### config.mk
export PLATFORM = sky130hd
export DESIGN_NAME = pipe_ctrl
export DESIGN_NICKNAME = d
export VERILOG_FILES = /design/src/rtl/pipe_ctrl.sv
export SDC_FILE = /design/constraint.sdc
export NUM_CORES = 1
export LEC_CHECK = 0
export ABC_AREA = 0
export BUFFER_PORTS_ARGS = -buffer_cell sky130_fd_sc_hd__buf_4
export CAP_MARGIN = 20
export CORE_MARGIN = 3
export CORE_UTILIZATION = 53
export CTS_BUF_LIST = sky130_fd_sc_hd__clkbuf_2
export DETAILED_ROUTE_END_ITERATION = 6
export GPL_TIMING_DRIVEN = 0
export PLACE_DENSITY = 0.82
export SYNTH_ARGS = -nofsm -noshare
export SYNTH_HDL_FRONTEND = slang
export SYNTH_SLANG_ARGS = --single-unit
### constraint.sdc
create_clock -name clk -period 1.76 [get_ports clk]
set_input_delay 0.088 -clock clk [delete_from_list [all_inputs] [get_ports clk]]
set_output_delay 0.088 -clock clk [all_outputs]
set_load 0.02 [all_outputs]
### src/rtl/pipe_ctrl.sv
// pipe_ctrl: in-order token pipeline with elastic stalls, bubble collapse,
// younger-than-stage flush, forwarding-source lookup and a retire counter.
module pipe_ctrl #(
   parameter int DEPTH = 5,
   parameter int WIDTH = 16,
   parameter int REGW  = 4,
   parameter int SELW  = $clog2(DEPTH)
) (
   input  logic                   clk,
   input  logic                   rst_n,
   input  logic                   in_vld,
   input  logic [WIDTH-1:0]       in_data,
   input  logic [REGW-1:0]        in_dst,
   input  logic                   in_wr,
   output logic                   in_rdy,
   input  logic [DEPTH-1:0]       stall_req,
   input  logic                   flush_en,
   input  logic [SELW-1:0]        flush_stage,
   output logic                   out_vld,
   input  logic                   out_rdy,
   output logic [WIDTH-1:0]       out_data,
   output logic [REGW-1:0]        out_dst,
   output logic                   out_wr,
   output logic [DEPTH-1:0]       stage_vld,
   output logic [DEPTH*WIDTH-1:0] stage_data,
   input  logic [SELW-1:0]        fwd_q_stage,
   input  logic [REGW-1:0]        fwd_reg,
   output logic                   fwd_hit,
   output logic [SELW-1:0]        fwd_sel,
   output logic [15:0]            retire_cnt
);

   logic [DEPTH-1:0] vldR;
   logic [WIDTH-1:0] dataR [DEPTH];
   logic [REGW-1:0]  dstR  [DEPTH];
   logic [DEPTH-1:0] wrR;
   logic [15:0]      retireR;

   logic [DEPTH-1:0] movS;
   logic [DEPTH-1:0] freeS;
   logic [DEPTH-1:0] killS;
   logic [DEPTH-1:0] vldNxtS;
   logic [DEPTH-1:0] matchS;
   logic [SELW-1:0]  fwdSelS;
   logic             accS;

   // Move/free chain, walked from the exit back to the entry stage.
   always_comb begin
      logic downFree;
      logic mv;
      movS     = {DEPTH{1'b0}};
      freeS    = {DEPTH{1'b0}};
      downFree = out_rdy;
      mv       = 1'b0;
      for (int k = DEPTH - 1; k >= 0; k--) begin
         mv       = vldR[k] & ~stall_req[k] & downFree;
         movS[k]  = mv;
         downFree = ~stall_req[k] & (~vldR[k] | mv);
         freeS[k] = downFree;
      end
   end

   assign in_rdy = freeS[0];
   assign accS   = in_vld & freeS[0];

   // Stages whose pre-edge occupant is younger than the flush origin.
   always_comb begin
      killS = {DEPTH{1'b0}};
      for (int k = 0; k < DEPTH; k++) begin
         killS[k] = flush_en & (SELW'(k) < flush_stage);
      end
   end

   // Next valid bits: a stage is filled by its upstream mover or by its own held token.
   always_comb begin
      vldNxtS    = {DEPTH{1'b0}};
      vldNxtS[0] = (accS & ~flush_en) | (vldR[0] & ~movS[0] & ~killS[0]);
      for (int k = 1; k < DEPTH; k++) begin
         vldNxtS[k] = (movS[k-1] & ~killS[k-1]) | (vldR[k] & ~movS[k] & ~killS[k]);
      end
   end

   // Stage state and retire counter; payload fields only load on accept or move.
   always_ff @(posedge clk or negedge rst_n) begin
      if (!rst_n) begin
         vldR    <= {DEPTH{1'b0}};
         wrR     <= {DEPTH{1'b0}};
         retireR <= 16'd0;
         for (int k = 0; k < DEPTH; k++) begin
            dataR[k] <= {WIDTH{1'b0}};
            dstR[k]  <= {REGW{1'b0}};
         end
      end else begin
         vldR <= vldNxtS;
         if (movS[DEPTH-1]) begin
            retireR <= retireR + 16'd1;
         end
         if (accS) begin
            dataR[0] <= in_data;
            dstR[0]  <= in_dst;
            wrR[0]   <= in_wr;
         end
         for (int k = 1; k < DEPTH; k++) begin
            if (movS[k-1]) begin
               dataR[k] <= dataR[k-1];
               dstR[k]  <= dstR[k-1];
               wrR[k]   <= wrR[k-1];
            end
         end
      end
   end

   // Candidate forwarding sources: older, valid writers of a nonzero register.
   always_comb begin
      matchS = {DEPTH{1'b0}};
      for (int j = 0; j < DEPTH; j++) begin
         matchS[j] = (SELW'(j) > fwd_q_stage) & vldR[j] & wrR[j] &
                     (dstR[j] == fwd_reg) & (fwd_reg != {REGW{1'b0}});
      end
   end

   // Youngest matching writer wins, so scan down and let lower indices overwrite.
   always_comb begin
      fwdSelS = {SELW{1'b0}};
      for (int j = DEPTH - 1; j >= 0; j--) begin
         fwdSelS = matchS[j] ? SELW'(j) : fwdSelS;
      end
   end

   assign fwd_hit = |matchS;
   assign fwd_sel = fwdSelS;

   // Flatten stage payloads for datapath observation.
   always_comb begin
      stage_data = {(DEPTH*WIDTH){1'b0}};
      for (int k = 0; k < DEPTH; k++) begin
         stage_data[k*WIDTH +: WIDTH] = dataR[k];
      end
   end

   assign stage_vld  = vldR;
   assign out_vld    = vldR[DEPTH-1];
   assign out_data   = dataR[DEPTH-1];
   assign out_dst    = dstR[DEPTH-1];
   assign out_wr     = wrR[DEPTH-1];
   assign retire_cnt = retireR;

endmodule
# Word-level counts from Yosys, hierarchy flattened
# Cells that the tools add are included.
[totals]
latch_bits = 0
mem_bits_ro = 0
reg_bits = 126
mem_count = 0
inputBits = 41
ram_bits = 0
[classes]
n_div = 0
shift = 0
addsub = 1
eq_ne = 5
mul = 0
reduce_logical = 2
magnitude_cmp = 10
n_bitwise = 87
mux = 5
[ops]
columns = ["op", "n"]
rows = [
  ["1-bit bitwise AND", 56],
  ["1-bit inverter", 21],
  ["4-bit == test", 5],
  ["16-bit by 1-bit adder with 16-bit output (second input constant)", 1],
  ["3-bit two-way mux", 5],
  ["1-bit bitwise OR", 10],
  ["1-bit by 3-bit > comparator with 1-bit output (first input constant)", 2],
  ["2-bit by 3-bit > comparator with 1-bit output (first input constant)", 2],
  ["1-bit by 3-bit < comparator with 1-bit output (first input constant)", 2],
  ["2-bit by 3-bit < comparator with 1-bit output (first input constant)", 2],
  ["5-bit OR reduction", 1],
  ["4-bit nonzero test", 1],
  ["3-bit > comparator (first input constant)", 1],
  ["3-bit < comparator (first input constant)", 1],
]

# Longest topological paths before layout
[depth]
word_depth = 20
depth_mapped = 6

# Least setup slack after synthesis
# No wires, ideal clock.
[synth_path]
kind = "register -> register"
start = "reg vldR[2] (netlist: stage_vld[2])"
end = "reg dstR[11] (netlist bit)"
path_stages_with_launch = 7
arrival_ns = 1.618
required_time_ns = 1.635
period_less_slack_ns = 1.743
setup_slack_ns = 0.017
setup_ns = 0.125
path_cell_list = "dfrtp_1 -> buf_6 -> a211oi_1 -> nand2_1 -> nor2_2 -> buf_4 -> mux2_2"
[synth_between]
elab_chain_len = 5
[synth_rtl]
columns = ["element", "line_no", "rtl"]
rows = [
  ["from (decl)", "33", "logic [DEPTH-1:0] vldR;"],
  ["from (signal assigned)", "86", "vldR <= {DEPTH{1'b0}};"],
  ["from (signal assigned)", "94", "vldR <= vldNxtS;"],
  ["1-bit bitwise AND (2 in series)", "56", "mv = vldR[k] & ~stall_req[k] & downFree;"],
  ["1-bit bitwise OR *", "58", "downFree = ~stall_req[k] & (~vldR[k] | mv);"],
  ["1-bit bitwise AND *", "58", ""],
  ["1-bit bitwise AND *", "56", ""],
  ["to (signal, indexed assignment)", "91", "dstR[k] <= {REGW{1'b0}};"],
  ["to (signal, indexed assignment)", "106", "dstR[k] <= dstR[k-1];"],
  ["to (decl)", "35", "logic [REGW-1:0] dstR [DEPTH];"],
]
# Mark *: on every way between the ends. The rest lies on a longest branch, timed or not.
# A chain may end at the register's enable or synchronous reset.

# Final worst setup path
[layout_path]
start = "reg vldR[3] (netlist: stage_vld[3])"
end = "out fwd_sel[2]"
[layout_between]
elab_chain_len = 8
[layout_rtl]
columns = ["element", "line_no", "rtl"]
rows = [
  ["1-bit bitwise AND (3 in series)", "117", "matchS[j] = (SELW'(j) > fwd_q_stage) & vldR[j] & wrR[j] &"],
  ["1-bit bitwise AND", "118", "(dstR[j] == fwd_reg) & (fwd_reg != {REGW{1'b0}});"],
  ["3-bit two-way mux (4 in series)", "126", "fwdSelS = matchS[j] ? SELW'(j) : fwdSelS;"],
  ["to (decl)", "29", "output logic [SELW-1:0] fwd_sel,"],
]
# Every way passes these cells.

==> results.txt <==
----------------------------------------------------
[Run status]
  Status ... finished, violations left
  Violations in the final reports ... negative setup slack

[Global routing]
  Vias in the first global route ... 4367
  Antenna violations before repair ... 1
  Overall Global Routing Usage ... 24.3%
  Residual overflow from global routing ... 0
  Wire length of the first global-routing pass ... 22.0 mm
  Largest net degree at the start of global routing ... 68

[Logic synthesis]
  Mapped Nets ... 436
  Ys Warns ... 0
  Synthesized area per cell ... 14.3 um^2
  Count of flip-flops with a built-in enable after synthesis ... 0
  Summed instance area of the synthesized netlist ... 5620 um^2
  Xor-xnor portion of the synthesized cell area ... 4.83%
  Number of standard cells after synthesis ... 394
  Flip-flop cell with the highest count after synthesis ... sky130_fd_sc_hd__dfrtp_1
  Adder and majority gate portion of the synthesized area ... 0.223%
  Share of synthesized area spent on multiplexers ... 23.8%
  Synth Register Bits ... 126
  Number of distinct standard cells referenced by the synthesized netlist ... 47
  Fraction of the mapped netlist area in compound gates ... 3.58%
  Proportion of register bits with asynchronous set or reset after synthesis ... 100%
  Area fraction in and, or, nand and nor cells after synthesis ... 6.64%
  Main combinational cell family by area after synthesis ... multiplexers
  Part of the Yosys area used for sequential elements ... 56.1%

[CTS]
  Insertion delay to the later sink of the worst-skew pair ... 0.66 ns
  Root buffer cell ... sky130_fd_sc_hd__clkbuf_2
  Clock Tree Buf Depth ... 2
  Number of buffers added by the clock tree synthesis step ... 17
  TritonCTS clock tree ... built
  CTS H-tree depth ... 4
  CTS clk-pin slew, worst paths ... 0.20 ns
  Clock sinks ... 126

[Place]
  Pre-CTS WS ... -0.0807 ns
  Final weighted congestion of routability-driven global placement ... 0.787
  Port Buf Inserts ... 164
  DP HPWL ... 9.08 mm

[Setup path]
  Endpoint of the worst register-to-register path ... stage_data[34]
  WP data arrival ... 2.07 ns
  Required time of the critical path ... 1.67 ns
  Cells on worst reg2reg path ... 8
  Type of element launching the critical path ... register
  Setup CP Type ... register to output pin
  Slack of the worst reg-to-reg path ... -0.15 ns
  Largest fanout on the critical path ... 7
  Launch instance of the worst register-to-register path ... stage_vld[2]
  Worst Setup End Kind ... output pin
  Capture point of the critical path ... fwd_sel[2]
  Startpoint of the most critical setup path ... stage_vld[3]

[Power and ir drop]
  Reported net switching power ... 2660 uW
  Worst vdd ir ... 827 uV
  Cell-internal power ... 5810 uW
  Switching Fraction ... 31.4%
  Power per Cell Area ... 1020 nW/um^2
  Leakage power total ... 0.00428 uW
  Portion of total power attributed to sequential cells ... 45.5%
  Share of total power in the clock network ... 26.0%
  Combinational share of power ... 28.5%

[Floorplan]
  Effective utilization at floorplan ... 55.9%
  Placeable core area ... 10000 um^2
  Width of the chip ... 109 um
  Floorplan die area ... 11900 um^2
  Height of the die ... 109 um
  Row count ... 36
  Top Ports ... 169

[Final layout]
  Signed area change from the synthesized netlist to the final layout ... 47.5%
  Most frequent cells in the layout ... 200 x sky130_fd_sc_hd__buf_4, 124 x sky130_fd_sc_hd__dfrtp_1, 59 x sky130_fd_sc_hd__mux2_4
  Fraction of final layout cells sized beyond drive strength 1 ... 58.4%
  Net count, final ... 685
  Final core utilization ... 82.5%
  Leading cell type in the layout, fill and taps excluded ... sky130_fd_sc_hd__buf_4

[Hold path]
  Worst hold path type ... input pin to register

[Flow run]
  Number of maximum-capacitance violations ... 0

[STA]
  Slack of the critical path ... -0.395 ns
  Slew of the pin with the lowest slew margin ... 0.575 ns
  Post-layout min period ... 2.15 ns
  Fmax ... 0.464 GHz
  Slew headroom ... 61.7%
  Ratio of final minimum period to clock period ... 122%
  Number of hold-slack violations in the final timing report ... 0
  Count of pins over their slew limit ... 0
  RSZ-0062 raised after global routing ... yes
  # setup viols final ... 64
  Clock Skews ... 0.0264 ns

[Drt]
  Violation count after the first detailed-route iteration ... 219
  Average detailed-routed wire length per instance ... 18.9 um
  Total detailed-routing wirelength ... 15.0 mm
  Number of nets still failing antenna checks after routing ... 0
  Via count normalized by instance count ... 5.27
  Number of vias after detailed routing ... 4164
  Length of the first detailed-routing pass in iterations ... 4
  DRC ... 0

----------------------------------------------------
==> per-layer routing <==
| metal | vias up | global-route usage (%) | part of all wire, % |
|---|---|---|---|
| li1 | 1878 | - | - |
| met1 | 2100 | 29.5 | 40 |
| met2 | 164 | 41.1 | 53 |
| met3 | 22 | 7.22 | 5.5 |
| met4 | 0 | 8.57 | 1.5 |
| met5 | - | 0 | 0 |
==> how the worst min path moves through the flow <==
stage / cells past startpoint / start / to / slack (ns)
after detailed placement: 1 / rst_n / stage_data[16] / 0.10
final: 3 / in_data[15] / stage_data[15] / 0.19
after global placement: 2 / flush_stage[2] / stage_vld[2] / 0.29
after global routing: 3 / in_data[10] / stage_data[10] / 0.1
after CTS: 3 / in_data[15] / stage_data[15] / 0.11
after floorplan: 0 / rst_n / dstR[10] / -0.21
==> registers in the layout (all words and copies together) (netlist names) <==
name	count
wrR	5
stage_vld	5
out_dst	4
stage_data	64
dstR	16
out_data	16
retire_cnt	16
==> logic make-up (layout without fill, tap and decap cells) <==
group,count (synthesis),count (layout)
xor+xnor,31,31
flops,126,126
other cells,0,1
fa+ha+maj,1,1
compound gates,27,27
simple gates,66,66
mux,106,106
buf+inv,37,299
==> layout make-up <==
| class | instances | area (um^2) |
|---|---|---|
| Antenna cell | 1 | 2.50 |
| Buffer | 36 | 317 |
| Tap cell | 133 | 166 |
| Clock inverter | 15 | 219 |
| Fill cell | 523 | 1750 |
| Sequential cell | 126 | 3160 |
| Multi-Input combinational cell | 231 | 2410 |
| Timing Repair Buffer | 230 | 1940 |
| Inverter | 1 | 3.75 |
| Clock buffer | 17 | 85.1 |
==> repair_timing <==
action / 4_1_cts / 5_1_grt
endpoints found under the hold margin: 173 / 0
gates resized for setup: 15 / 53
cloned: 0 / 3
pin swaps: 7 / 9
setup buffers: 7 / 14
endpoints found under the setup margin: 66 / 74
hold buffers: 41 / 0
==> critical path: stages, from the launching register on <==
cell                        delay [ns]
sky130_fd_sc_hd__dfrtp_2          0.48
sky130_fd_sc_hd__nand2_1          0.09
sky130_fd_sc_hd__a211oi_2         0.29
sky130_fd_sc_hd__buf_4            0.17
sky130_fd_sc_hd__o2bb2ai_1        0.12
sky130_fd_sc_hd__a211oi_1         0.09
sky130_fd_sc_hd__buf_4            0.17
==> power groups by stage <==
stage / sequential (uW) / combinational (uW) / clock (uW)
2_1_floorplan: 4250 / 774 / 0
3_3_place_gp: 3830 / 2100 / 0
3_5_place_dp: 3860 / 2140 / 0
4_1_cts: 3800 / 2250 / 2220
5_1_grt: 3940 / 2550 / 2390
6_report: 3850 / 2420 / 2200
==> cell usage after synthesis, types with 2 or more instances <==
cell type | n | share of area (%)
sky130_fd_sc_hd__nor4_1 | 2 | 0.22
sky130_fd_sc_hd__nand2b_1 | 2 | 0.22
sky130_fd_sc_hd__a21oi_1 | 4 | 0.36
sky130_fd_sc_hd__and3_1 | 4 | 0.45
sky130_fd_sc_hd__o31ai_1 | 2 | 0.27
sky130_fd_sc_hd__nand4_1 | 3 | 0.33
sky130_fd_sc_hd__mux2_1 | 9 | 1.8
sky130_fd_sc_hd__xnor2_1 | 16 | 2.5
sky130_fd_sc_hd__a211oi_1 | 4 | 0.53
sky130_fd_sc_hd__mux2_4 | 39 | 10
sky130_fd_sc_hd__nand4b_1 | 3 | 0.47
sky130_fd_sc_hd__mux2_2 | 58 | 12
sky130_fd_sc_hd__xor2_1 | 15 | 2.3
sky130_fd_sc_hd__clkbuf_1 | 4 | 0.27
sky130_fd_sc_hd__buf_4 | 23 | 3.1
sky130_fd_sc_hd__and2_1 | 2 | 0.22
sky130_fd_sc_hd__buf_2 | 4 | 0.36
sky130_fd_sc_hd__o21ai_0 | 3 | 0.27
sky130_fd_sc_hd__or2_2 | 2 | 0.22
sky130_fd_sc_hd__dfrtp_1 | 126 | 56
sky130_fd_sc_hd__nand3_1 | 15 | 1.3
sky130_fd_sc_hd__nand2_1 | 12 | 0.80
sky130_fd_sc_hd__nor2_1 | 9 | 0.60
sky130_fd_sc_hd__buf_6 | 5 | 1.0
sky130_fd_sc_hd__nor3_1 | 5 | 0.45
sky130_fd_sc_hd__o211ai_1 | 2 | 0.27
==> stage by stage <==
| stage | area [um^2] | total power (uW) | hold slack, ns | setup TNS, ns | instances |
|---|---|---|---|---|---|
| 3_3_place_gp | 7020 | 5920 | 0.290 | -1.74 | 691 |
| 5_1_grt | 8290 | 8880 | 0.0965 | -8.08 | 790 |
| 2_1_floorplan | 5620 | 5020 | -0.208 | 0 | 394 |
| 4_1_cts | 7870 | 8280 | 0.112 | -2.55 | 772 |
| 3_5_place_dp | 7050 | 6010 | 0.101 | -2.46 | 692 |
| 6_report | 8290 | 8470 | 0.188 | -5.44 | 790 |
(Power assumes the default switching activity.)
